[config.mk]
export PLATFORM = sky130hd
export DESIGN_NAME = div_unit
export DESIGN_NICKNAME = d
export VERILOG_FILES = /design/src/rtl/div_unit_pkg.sv /design/src/rtl/div_step.sv /design/src/rtl/div_unit.sv
export SDC_FILE = /design/constraint.sdc
export NUM_CORES = 1
export LEC_CHECK = 0
export CAP_MARGIN = 20
export CORE_AREA = 2 2 167 169
export CTS_BUF_LIST = sky130_fd_sc_hd__clkbuf_16
export DETAILED_ROUTE_END_ITERATION = 8
export DIE_AREA = 0 0 169 171
export REMOVE_ABC_BUFFERS = 1
export SYNTH_ARGS = -nofsm -noshare
export SYNTH_HDL_FRONTEND = slang
export SYNTH_SLANG_ARGS = --single-unit
[constraint.sdc]
create_clock -name clk -period 4.95 [get_ports clk]
set_input_delay 0.99 -clock clk [delete_from_list [all_inputs] [get_ports clk]]
set_output_delay 0.99 -clock clk [all_outputs]
set_load 0.05 [all_outputs]
[src/rtl/div_unit_pkg.sv]
// div_unit_pkg: shared word width, enable levels, div_op encodings and FSM states
package div_unit_pkg;
  localparam int WORD_W = 32;
  localparam int CNT_W = 5;
  localparam logic ENABLE = 1'b1;
  localparam logic DISABLE = 1'b0;
  typedef enum logic [1:0] {
    DIV_OP_DIV  = 2'b00,
    DIV_OP_DIVU = 2'b01,
    DIV_OP_REM  = 2'b10,
    DIV_OP_REMU = 2'b11
  } div_op_e;
  typedef enum logic [1:0] {IDLE, CALC, DONE} state_e;
endpackage

[src/rtl/div_step.sv]
// div_step: one combinational restoring-division iteration
// Ports: i_rem partial remainder (WIDTH+1), i_dvs divisor magnitude, i_bit next dividend bit,
//        o_rem new partial remainder, o_q quotient bit.
module div_step #(
  parameter int WIDTH = 32
) (
  input  logic [WIDTH:0]   i_rem,
  input  logic [WIDTH-1:0] i_dvs,
  input  logic             i_bit,
  output logic [WIDTH:0]   o_rem,
  output logic             o_q
);
  logic [WIDTH+1:0] w_diff;
  // One extra bit beyond the shifted remainder gives a clean borrow flag.
  assign w_diff = {i_rem, i_bit} - {2'b00, i_dvs};
  assign o_q = ~w_diff[WIDTH+1];
  assign o_rem = o_q ? w_diff[WIDTH:0] : {i_rem[WIDTH-1:0], i_bit};
endmodule

[src/rtl/div_unit.sv]
// div_unit: iterative signed/unsigned divider (DIV, DIVU, REM, REMU), one quotient bit per cycle
// Ports: clk, rst_n (async active-low); request div_valid/div_ready/div_op/div_dividend/div_divisor;
//        div_flush aborts; result res_valid/res_ready/res_data; busy high in CALC or DONE.
module div_unit
  import div_unit_pkg::*;
#(
  parameter int WIDTH = WORD_W
) (
  input  logic             clk,
  input  logic             rst_n,
  input  logic             div_valid,
  output logic             div_ready,
  input  logic [1:0]       div_op,
  input  logic [WIDTH-1:0] div_dividend,
  input  logic [WIDTH-1:0] div_divisor,
  input  logic             div_flush,
  output logic             res_valid,
  input  logic             res_ready,
  output logic [WIDTH-1:0] res_data,
  output logic             busy
);
  state_e           r_state;
  logic [CNT_W-1:0] r_cnt;
  logic [WIDTH:0]   r_rem;
  logic [WIDTH-1:0] r_quo, r_dvs, r_res;
  logic             r_valid, r_is_rem, r_neg_q, r_neg_r;
  logic             w_signed, w_is_rem, w_a_neg, w_b_neg, w_zero, w_ovf, w_q;
  logic [WIDTH-1:0] w_a_mag, w_b_mag, w_q_fin, w_r_fin, w_res;
  logic [WIDTH:0]   w_rem;
  assign w_signed = (div_op == DIV_OP_DIV) || (div_op == DIV_OP_REM);
  assign w_is_rem = (div_op == DIV_OP_REM) || (div_op == DIV_OP_REMU);
  assign w_a_neg = w_signed & div_dividend[WIDTH-1];
  assign w_b_neg = w_signed & div_divisor[WIDTH-1];
  assign w_a_mag = w_a_neg ? -div_dividend : div_dividend;
  assign w_b_mag = w_b_neg ? -div_divisor : div_divisor;
  assign w_zero = div_divisor == '0;
  assign w_ovf = w_signed && div_dividend == {1'b1, {(WIDTH-1){1'b0}}} && &div_divisor;
  // r_quo shifts the dividend out of its MSB while quotient bits shift in at the LSB.
  div_step #(.WIDTH(WIDTH)) u_step (
    .i_rem (r_rem),
    .i_dvs (r_dvs),
    .i_bit (r_quo[WIDTH-1]),
    .o_rem (w_rem),
    .o_q   (w_q)
  );
  assign w_q_fin = {r_quo[WIDTH-2:0], w_q};
  assign w_r_fin = w_rem[WIDTH-1:0];
  assign w_res = r_is_rem ? (r_neg_r ? -w_r_fin : w_r_fin) : (r_neg_q ? -w_q_fin : w_q_fin);
  assign div_ready = r_state == IDLE;
  assign busy = r_state != IDLE;
  assign res_valid = r_valid;
  assign res_data = r_res;
  always_ff @(posedge clk or negedge rst_n) begin
    if (!rst_n) begin
      r_state <= IDLE;
      r_cnt <= '0;
      r_rem <= '0;
      r_quo <= '0;
      r_dvs <= '0;
      r_res <= '0;
      r_valid <= DISABLE;
      r_is_rem <= 1'b0;
      r_neg_q <= 1'b0;
      r_neg_r <= 1'b0;
    end else if (div_flush) begin
      r_state <= IDLE;
      r_valid <= DISABLE;
      r_cnt <= '0;
    end else begin
      case (r_state)
        IDLE: if (div_valid) begin
          r_is_rem <= w_is_rem;
          r_neg_q <= w_a_neg ^ w_b_neg;
          r_neg_r <= w_a_neg;
          r_cnt <= '0;
          if (w_zero || w_ovf) begin
            r_state <= DONE;
            r_valid <= ENABLE;
            r_res <= w_zero ? (w_is_rem ? div_dividend : '1) : (w_is_rem ? '0 : div_dividend);
          end else begin
            r_state <= CALC;
            r_rem <= '0;
            r_quo <= w_a_mag;
            r_dvs <= w_b_mag;
          end
        end
        CALC: begin
          r_rem <= w_rem;
          r_quo <= w_q_fin;
          r_cnt <= r_cnt + 1'b1;
          if (r_cnt == CNT_W'(WIDTH - 1)) begin
            r_res <= w_res;
            r_valid <= ENABLE;
            r_state <= DONE;
          end
        end
        DONE: if (res_ready) begin
          r_valid <= DISABLE;
          r_state <= IDLE;
        end
        default: r_state <= IDLE;
      endcase
    end
  end
endmodule

==> results of run 1 <==
## state kept, by name (all words and copies together), names as in the netlist
name       flops
r_state        2
r_dvs         32
r_neg_r        1
r_cnt          5
r_is_rem       1
res_valid      1
res_data      32
r_neg_q        1
r_rem         33
r_quo         32
## synth_stat cells, types with 14 or more instances
| cell | instances | area share |
|---|---|---|
| nor4_1 | 15 | 0.0078 |
| inv_1 | 67 | 0.021 |
| a211oi_1 | 15 | 0.0094 |
| nand3_1 | 24 | 0.010 |
| buf_2 | 14 | 0.0058 |
| nor3_1 | 33 | 0.014 |
| o21ai_1 | 20 | 0.0083 |
| o21ai_0 | 183 | 0.076 |
| ha_1 | 42 | 0.044 |
| xor2_1 | 73 | 0.053 |
| clkbuf_1 | 66 | 0.021 |
| dfrtp_1 | 140 | 0.29 |
| mux2i_1 | 35 | 0.029 |
| o31ai_1 | 28 | 0.018 |
| a21oi_1 | 143 | 0.060 |
| xnor2_1 | 63 | 0.046 |
| nor2_1 | 178 | 0.056 |
| or3_1 | 18 | 0.0094 |
| nand2_1 | 234 | 0.073 |
## per-layer routing
layer | vias up | wire, um | track usage
li1 | 5917 | - | -
met4 | 0 | 1170 | 0.0918
met2 | 339 | 17500 | 0.436
met5 | - | 0 | 0
met1 | 5722 | 18200 | 0.380
met3 | 62 | 1830 | 0.0333
## final cells by class
class / count / area [um2] / area share
Multi-Input combinational cell: 1309 / 7930 / 0.550
Sequential cell: 140 / 3500 / 0.243
Timing Repair Buffer: 180 / 1720 / 0.119
Tap cell: 346 / 433 / 0.0300
Clock buffer: 17 / 425 / 0.0295
Inverter: 69 / 259 / 0.0180
Clock inverter: 13 / 153 / 0.0106
## power by group through the flow
| stage | logic (mW) | registers, mW | clock network, mW |
|---|---|---|---|
| detailed placement | 8.04 | 2.16 | 0 |
| CTS | 8.09 | 2.14 | 1.33 |
| global route | 8.99 | 2.21 | 1.39 |
| global placement | 7.98 | 2.16 | 0 |
| floorplan | 5.32 | 2.42 | 0 |
| finish | 8.18 | 2.15 | 1.32 |
## kinds of logic (layout without fill, tap and decap cells)
kind of cell,count (synthesis),in the layout,share of synthesized area
and+or+nand+nor,585,585,0.222
AOI/OAI and AO/OA,504,504,0.254
buffers and inverters,160,279,0.0522
DFF,140,140,0.292
xor gates and xnor gates,136,136,0.0992
adders and majority gates,43,43,0.0455
muxes,41,41,0.0350
## worst paths after layout
path / endpoint / slack (ps) / cells after the start
worst max-delay path: res_data[30] / 310 / 19
worst min-delay path: res_data[28] / 490 / 2
worst max register to register: res_data[30] / 310 / 19
worst min register to register: res_data[28] / 490 / 2
max in group asynchronous: r_rem[22] / 3350 / 2
min in group asynchronous: r_dvs[0] / 610 / 1
## metrics by stage
stage	TNS (ps)	worst slack (ps)
floorplan	-248110	-2230
global placement	0	123
detailed placement	0	124
CTS	0	275
global route	0	23.9
finish	0	307
## what timing repair did
item	CTS	global route
endpoints found under the setup margin	0	8
resized for setup	0	5
hold buffers	0	0
## critical path, delay by kind of cell (launching register included)
family	cells	cell delay (ps)
AOI/OAI and AO/OA	6	1200
xor gates and xnor gates	2	390
adders and majority gates	2	600
buffers and inverters	3	330
DFF	1	430
and+or+nand+nor	6	1570
==> out/results.txt, run 1 <==
Outcome: completed
DR iter-0 viols: 907
Fill cell count: 2691
Synthesis Warnings: 0
Max clock buf depth: 2
HPWL Detailed: 29.1 mm
DR pass1 iterations: 6
Async SR Flop Fraction: 1.00
Clock slew at reported path FFs: 70 ps
Maximum VDD drop: 0.415 mV
Vias/cell: 5.81
Post-Syn Instances: 1609
Combinational Power Share: 0.702
Most frequent cells in the layout: nand2_1, o21ai_0, nor2_1
Largest net degree at the start of global routing: 81
Crit path cell chain: ha_1 > and3_1 > nand2_1 > or3_1 > o211ai_1 > a21oi_1 > xnor2_2 > inv_2 > ha_1 > nand3b_1 > or4_4 > buf_4 > inv_1 > nand2_1 > o21ai_0 > xor2_1 > o22ai_1 > a211oi_2 > o21ai_1
Core area: 0.0273 mm2
Detailed-route DRC error count: 0
Num rows: 61
HP Class: reg -> reg
Design Power: 11.7 mW
Leakage: 6.00 nW
RSZ-0062 raised after global routing: false
Hold_sp: res_data[28]
Post-CTS setup repair buffer count: 0
Inst Count DP: 2043
Worst skew pair latency: 430 ps
CTS tree: yes
Starting Density: 0.439
Final instance area: 0.0144 mm2
Final nets: 1831
NetSw: 6.27 mW
Register area share after synthesis: 0.292
Share of cells above drive strength 1: 0.0816
Clk sinks: 140
WL/cell: 18.6 um
Max FO, Critical Path: 6
Clock Skews: 14.5 ps
Worst reg2reg startpoint: r_rem[7]
Switching portion of total power: 0.538
Placed cell area: 0.0138 mm2
Most common cell after layout, fill and taps aside: nand2_1
Worst hold margin: 489 ps
CTS Buf Count: 17
WS Path Type: reg -> reg
DIE HEIGHT: 171 um
Die area: 0.0289 mm2
Worst Path Required: 5260 ps
Final hold viol count: 0
Non-Filler Instances: 2074
Post-Route Utilization: 0.528
Unique cell type count in the Yosys netlist: 83
CP max stage cell: or4_4
First-pass GRT wire length: 62.0 mm
GR Overflow Total: 0
DRT antenna net count: 0
Synth Cell Area: 0.0120 mm2
Worst path max stage delay: 530 ps
Clk root buf: clkbuf_16
Peak Freq: 215 MHz
Cell Pwr Density: 808 mW/mm2
Area Overhead vs Synth: 20.1%
Vias in the first global route: 11505
Internal Dissipation: 5.39 mW
Top_reg_cell synth: dfrtp_1
DRT Wirelength: 38.7 mm
Arr. time, crit path: 4960 ps
PortBufs: 105
Initial antenna violation count: 0
Total track usage: 0.272
Min Tclk post-route: 4640 ps
Chip width: 169 um
Final Setup Violations: 0
Slew HR: 0.331
Flop and latch count out of synthesis: 140
Max Cap Viol: 0
H-tree levels: 4
Clock power frac: 0.113
Startpoint types: flip-flop
Diodes inserted: 0
Post-synth EDFFs: 0
I/O pin cnt: 106
Crit path from: r_rem[7]
Sequential share of power: 0.185
Worst setup EP type: flip-flop
Worst-Margin Slew: 989 ps
Slew Viols, Final: 0
Synthesized area per cell: 7.46 um2
Tcrit/Tclk final: 0.938
DR vias: 12040
GP Congestion: 0.912
No activity file was read; power rests on OpenSTA's default activity.
==> run 2, diff against run 1 <==
- CORE_AREA: 2 2 167 169 -> 2 2 140 142
- DIE_AREA: 0 0 169 171 -> 0 0 142 144
- PLACE_DENSITY: default -> 0.87
- clock period: 4.95 -> 6 ns (I/O delays scaled with it)
==> out/results.txt, run 2 (synthesis results as in run 1) <==
Outcome: completed
DR WL met3: 3.08 mm
Clk root buf: clkbuf_16
DIE HEIGHT: 144 um
Worst setup EP type: flip-flop
WL/cell: 18.9 um
Core area: 0.0191 mm2
Initial antenna violation count: 0
Starting Density: 0.629
Hold_sp: res_data[14]
Slew Viols, Final: 0
Max clock buf depth: 2
Final nets: 1773
Clock Skews: 9.08 ps
Placed cell area: 0.0132 mm2
CTS Buf Count: 17
Worst hold margin: 483 ps
Most frequent cells in the layout: nand2_1, o21ai_0, nor2_1
Clock slew at reported path FFs: 60 ps
Worst skew pair latency: 440 ps
Wl on met1: 14.8 mm
HPWL Detailed: 25.6 mm
Startpoint types: flip-flop
Detailed-route DRC error count: 0
Diodes inserted: 0
RR Endpoint: res_data[10]
RSZ-0062 raised after global routing: false
Worst Path Required: 6310 ps
Post-CTS setup repair buffer count: 0
Setup TNS: 0 ps
Num rows: 51
Tcrit/Tclk final: 0.837
Largest net degree at the start of global routing: 100
Max Cap Viol: 0
Setup slack after layout: 978 ps
WS Path Type: reg -> reg
I/O pin cnt: 106
Peak Freq: 199 MHz
DR iter-0 viols: 1311
GP Congestion: 0.971
GR Overflow Total: 0
DRT antenna net count: 0
Pre-CTS WS: 814 ps
H-tree levels: 4
Post-CTS Hold Fix Bufs: 0
Clk sinks: 140
Reg2Reg Depth: 16
DR vias: 12378
Most common cell after layout, fill and taps aside: nand2_1
First-pass GRT wire length: 57.9 mm
Arr. time, crit path: 5330 ps
Area Overhead vs Synth: 14.9%
Met2 WL: 16.6 mm
Total track usage: 0.356
Max reg flops: 33
Final instance area: 0.0138 mm2
Vias/cell: 6.48
Design Power: 9.47 mW
Chip width: 142 um
HP Class: reg -> reg
DRT Wirelength: 36.1 mm
Vias in the first global route: 11646
Top reg by flops: r_rem
CTS tree: yes
Min Tclk post-route: 5020 ps
Worst reg2reg startpoint: r_rem[21]
PortBufs: 105
DR pass1 iterations: 6
Maximum VDD drop: 0.491 mV
Top Layer Used: met4
Final hold viol count: 0
Slew HR: 0.356
Final Setup Violations: 0
Number of gates resized after CTS: 0
Leakage: 5.71 nW
Hold Path Cell Cnt: 2
WHS Endpoint: res_data[14]
Share of cells above drive strength 1: 0.0478
Max FO, Critical Path: 44
Die area: 0.0204 mm2
Cell Pwr Density: 687 mW/mm2
Worst reg-to-reg setup slack: 980 ps
Worst-Margin Slew: 965 ps
run 2: cell type report:
type                       instances  area, um2
clock buffer                      17        425
clock inverter                    15        204
fill                            1459       5290
inverter                          69        259
multi-input combinational       1309       7910
sequential                       140       3500
tap                              238        298
timing repair buffer             122       1190
run 2: worst max path at each step:
stage	start	end	slack, ps	depth (start not counted)
after floorplan	div_divisor[4]	r_quo[0]	-1370	10
after global placement	div_divisor[2]	r_dvs[31]	960	14
after detailed placement	div_divisor[2]	r_dvs[31]	810	14
after CTS	r_rem[21]	res_data[10]	1160	16
after global routing	r_rem[21]	res_data[10]	640	16
final	r_rem[21]	res_data[10]	980	16
run 2: report_power, final:
group	total, mW	switching (mW)	internal [mW]
clock network	1.17	0.439	0.729
registers	1.77	0.426	1.35
logic	6.53	4.23	2.30
total	9.47	5.10	4.37
run 2: worst max-delay path, cell delays in order, from the launching register on:
cell,delay [ps]
dfrtp_1,460
ha_1,430
a21oi_1,360
o21ai_1,210
a211oi_1,280
o21ai_1,130
a21oi_1,410
xnor2_2,180
inv_2,90
buf_4,440
mux2i_1,370
ha_1,380
nand2_1,220
o21a_1,250
xnor2_1,130
a211oi_1,410
o21ai_1,130
run 2: metrics by stage:
stage | utilization | std cells
detailed placement | 0.690 | 1878
global route | 0.723 | 1910
global placement | 0.690 | 1878
CTS | 0.723 | 1910
floorplan | - | 1518
finish | 0.723 | 1910
run 2: routing by layer:
metal  vias to the layer above  GRT usage
met1                      5782      0.466
met2                       665      0.572
met5                         -          0
met3                       116     0.0626
met4                         0      0.177
li1                       5815          -
==> run 3, diff against run 2 <==
- CORE_AREA: 2 2 140 142 -> 2 2 153 155
- DIE_AREA: 0 0 142 144 -> 0 0 155 157
- PLACE_DENSITY: 0.87 -> 0.77
- clock period: 6 -> 4.1 ns (I/O delays scaled with it)
==> out/results.txt, run 3 (synthesis results as in run 1) <==
Outcome: finished with violations
Failing checks: negative setup slack
CTS tree: yes
Arr. time, crit path: 4490 ps
HPWL Detailed: 29.9 mm
DR iter-0 viols: 1292
DRT Wirelength: 41.0 mm
Max Cap Viol: 0
Area Overhead vs Synth: 33.4%
Placed cell area: 0.0149 mm2
Setup TNS: -134 ps
WL/cell: 18.7 um
Most frequent cells in the layout: buf_4, nand2_1, nor2_1
CTS Buf Count: 17
HP Class: in -> async
First-pass GRT wire length: 64.9 mm
I/O pin cnt: 106
Top reg by flops: r_rem
Design Power: 16.5 mW
DR pass1 iterations: 6
Maximum VDD drop: 0.769 mV
Worst Path Required: 4430 ps
Worst reg2reg startpoint: r_rem[6]
Pre-CTS WS: -292 ps
Worst reg-to-reg setup slack: -60 ps
DRT antenna net count: 0
Setup slack after layout: -60.5 ps
Clk sinks: 140
Worst setup EP type: flip-flop
PortBufs: 105
Max reg flops: 33
WS Path Type: reg -> reg
Startpoint types: flip-flop
Peak Freq: 240 MHz
Final nets: 2005
Core area: 0.0225 mm2
Tcrit/Tclk final: 1.01
GP Congestion: 0.958
Max clock buf depth: 2
Final instance area: 0.0160 mm2
Post-CTS Hold Fix Bufs: 0
Slew HR: 0.345
Total track usage: 0.332
Clock slew at reported path FFs: 60 ps
Initial antenna violation count: 0
Post-Route Utilization: 0.711
DR vias: 13392
CP bufs+invs: 2
Most common cell after layout, fill and taps aside: buf_4
Reg2Reg Depth: 17
H-tree levels: 4
Clk root buf: clkbuf_16
Worst path max stage delay: 590 ps
Share of cells above drive strength 1: 0.191
Detailed-route DRC error count: 0
Critical path's top delay family: simple AND/OR/NAND/NOR gates
Cell Pwr Density: 1030 mW/mm2
Min Tclk post-route: 4160 ps
Worst-Margin Slew: 980 ps
CP max stage cell: or4_4
RR Endpoint: res_data[22]
GR Overflow Total: 0
Starting Density: 0.533
Diodes inserted: 0
DIE HEIGHT: 157 um
Vias/cell: 6.12
Vias in the first global route: 12871
Largest net degree at the start of global routing: 79
RSZ-0062 raised after global routing: true
Final Setup Violations: 3
Die area: 0.0243 mm2
Crit path cell chain: ha_4 > and3_4 > nand2_4 > or3_4 > o211ai_1 > a21oi_2 > xnor2_2 > inv_2 > ha_4 > nand3b_1 > or4_4 > buf_6 > o21ai_0 > xnor2_1 > nor2_1 > a21oi_2 > a31o_1
Num rows: 55
Max FO, Critical Path: 3
Slew Viols, Final: 0
Clock Skews: 10.3 ps
Chip width: 155 um
Worst skew pair latency: 440 ps
Final hold viol count: 0
Leakage: 6.89 nW
==> run 3: cell count changes in the layout (fill, tap and decap cells not counted), sizes merged <==
| cell | delta |
|---|---|
| buf | +232 |
| clkinv | -1 |
| bufinv | -2 |
| inv | +2 |
| clkinvlp | +1 |
==> run 3: metal layers <==
metal | wire length, um | part of all wire | global-route usage | vias to the layer above
met3 | 3160 | 0.077 | 0.0559 | 108
met1 | 17000 | 0.41 | 0.437 | 6330
met5 | 0 | 0 | 0 | -
met4 | 1350 | 0.033 | 0.129 | 0
met2 | 19500 | 0.48 | 0.550 | 660
li1 | - | - | - | 6294
==> run 3: timing repair <==
item,in CTS,in global routing
resized for setup,8,75
pin swaps,2,35
endpoints found under the setup margin,13,23
setup buffers,1,9
==> run 3: worst reg2reg max path, stage by stage (launching register included) <==
cell	delay (ps)
dfrtp_1	450
ha_4	310
and3_4	200
nand2_4	60
or3_4	370
o211ai_1	340
a21oi_2	150
xnor2_2	180
inv_2	110
ha_4	140
nand3b_1	120
or4_4	590
buf_6	160
o21ai_0	310
xnor2_1	130
nor2_1	140
a21oi_2	70
a31o_1	240
==> run 3: metrics by stage <==
step	cells	hold slack, ps
finish	2189	420
detailed placement	2147	474
global placement	2147	470
floorplan	1518	477
CTS	2180	452
global route	2189	485
==> run 3: worst max-delay path by stage <==
stage                          from           end  slack, ps  cells past startpoint
detailed placement  div_divisor[14]  res_data[31]       -290                     15
global route               r_rem[6]  res_data[30]       -280                     18
floorplan                  r_rem[7]  res_data[30]      -3080                     15
CTS                       r_quo[31]  res_data[17]         30                     17
global placement    div_divisor[14]  res_data[31]       -160                     15
finish                     r_rem[6]  res_data[22]        -60                     17
==> run 3: cell type report <==
type                       count  area (um2)
tap                          285         357
multi-input combinational   1309        8280
fill                        1764        6490
sequential                   140        3500
timing repair buffer         354        3010
inverter                      69         259
clock buffer                  17         425
clock inverter                15         174
==> run 3: report_power, final <==
group | switching [mW] | internal (mW) | total [mW]
sequential | 0.624 | 1.97 | 2.60
combinational | 7.11 | 5.16 | 12.3
clock | 0.667 | 0.955 | 1.62
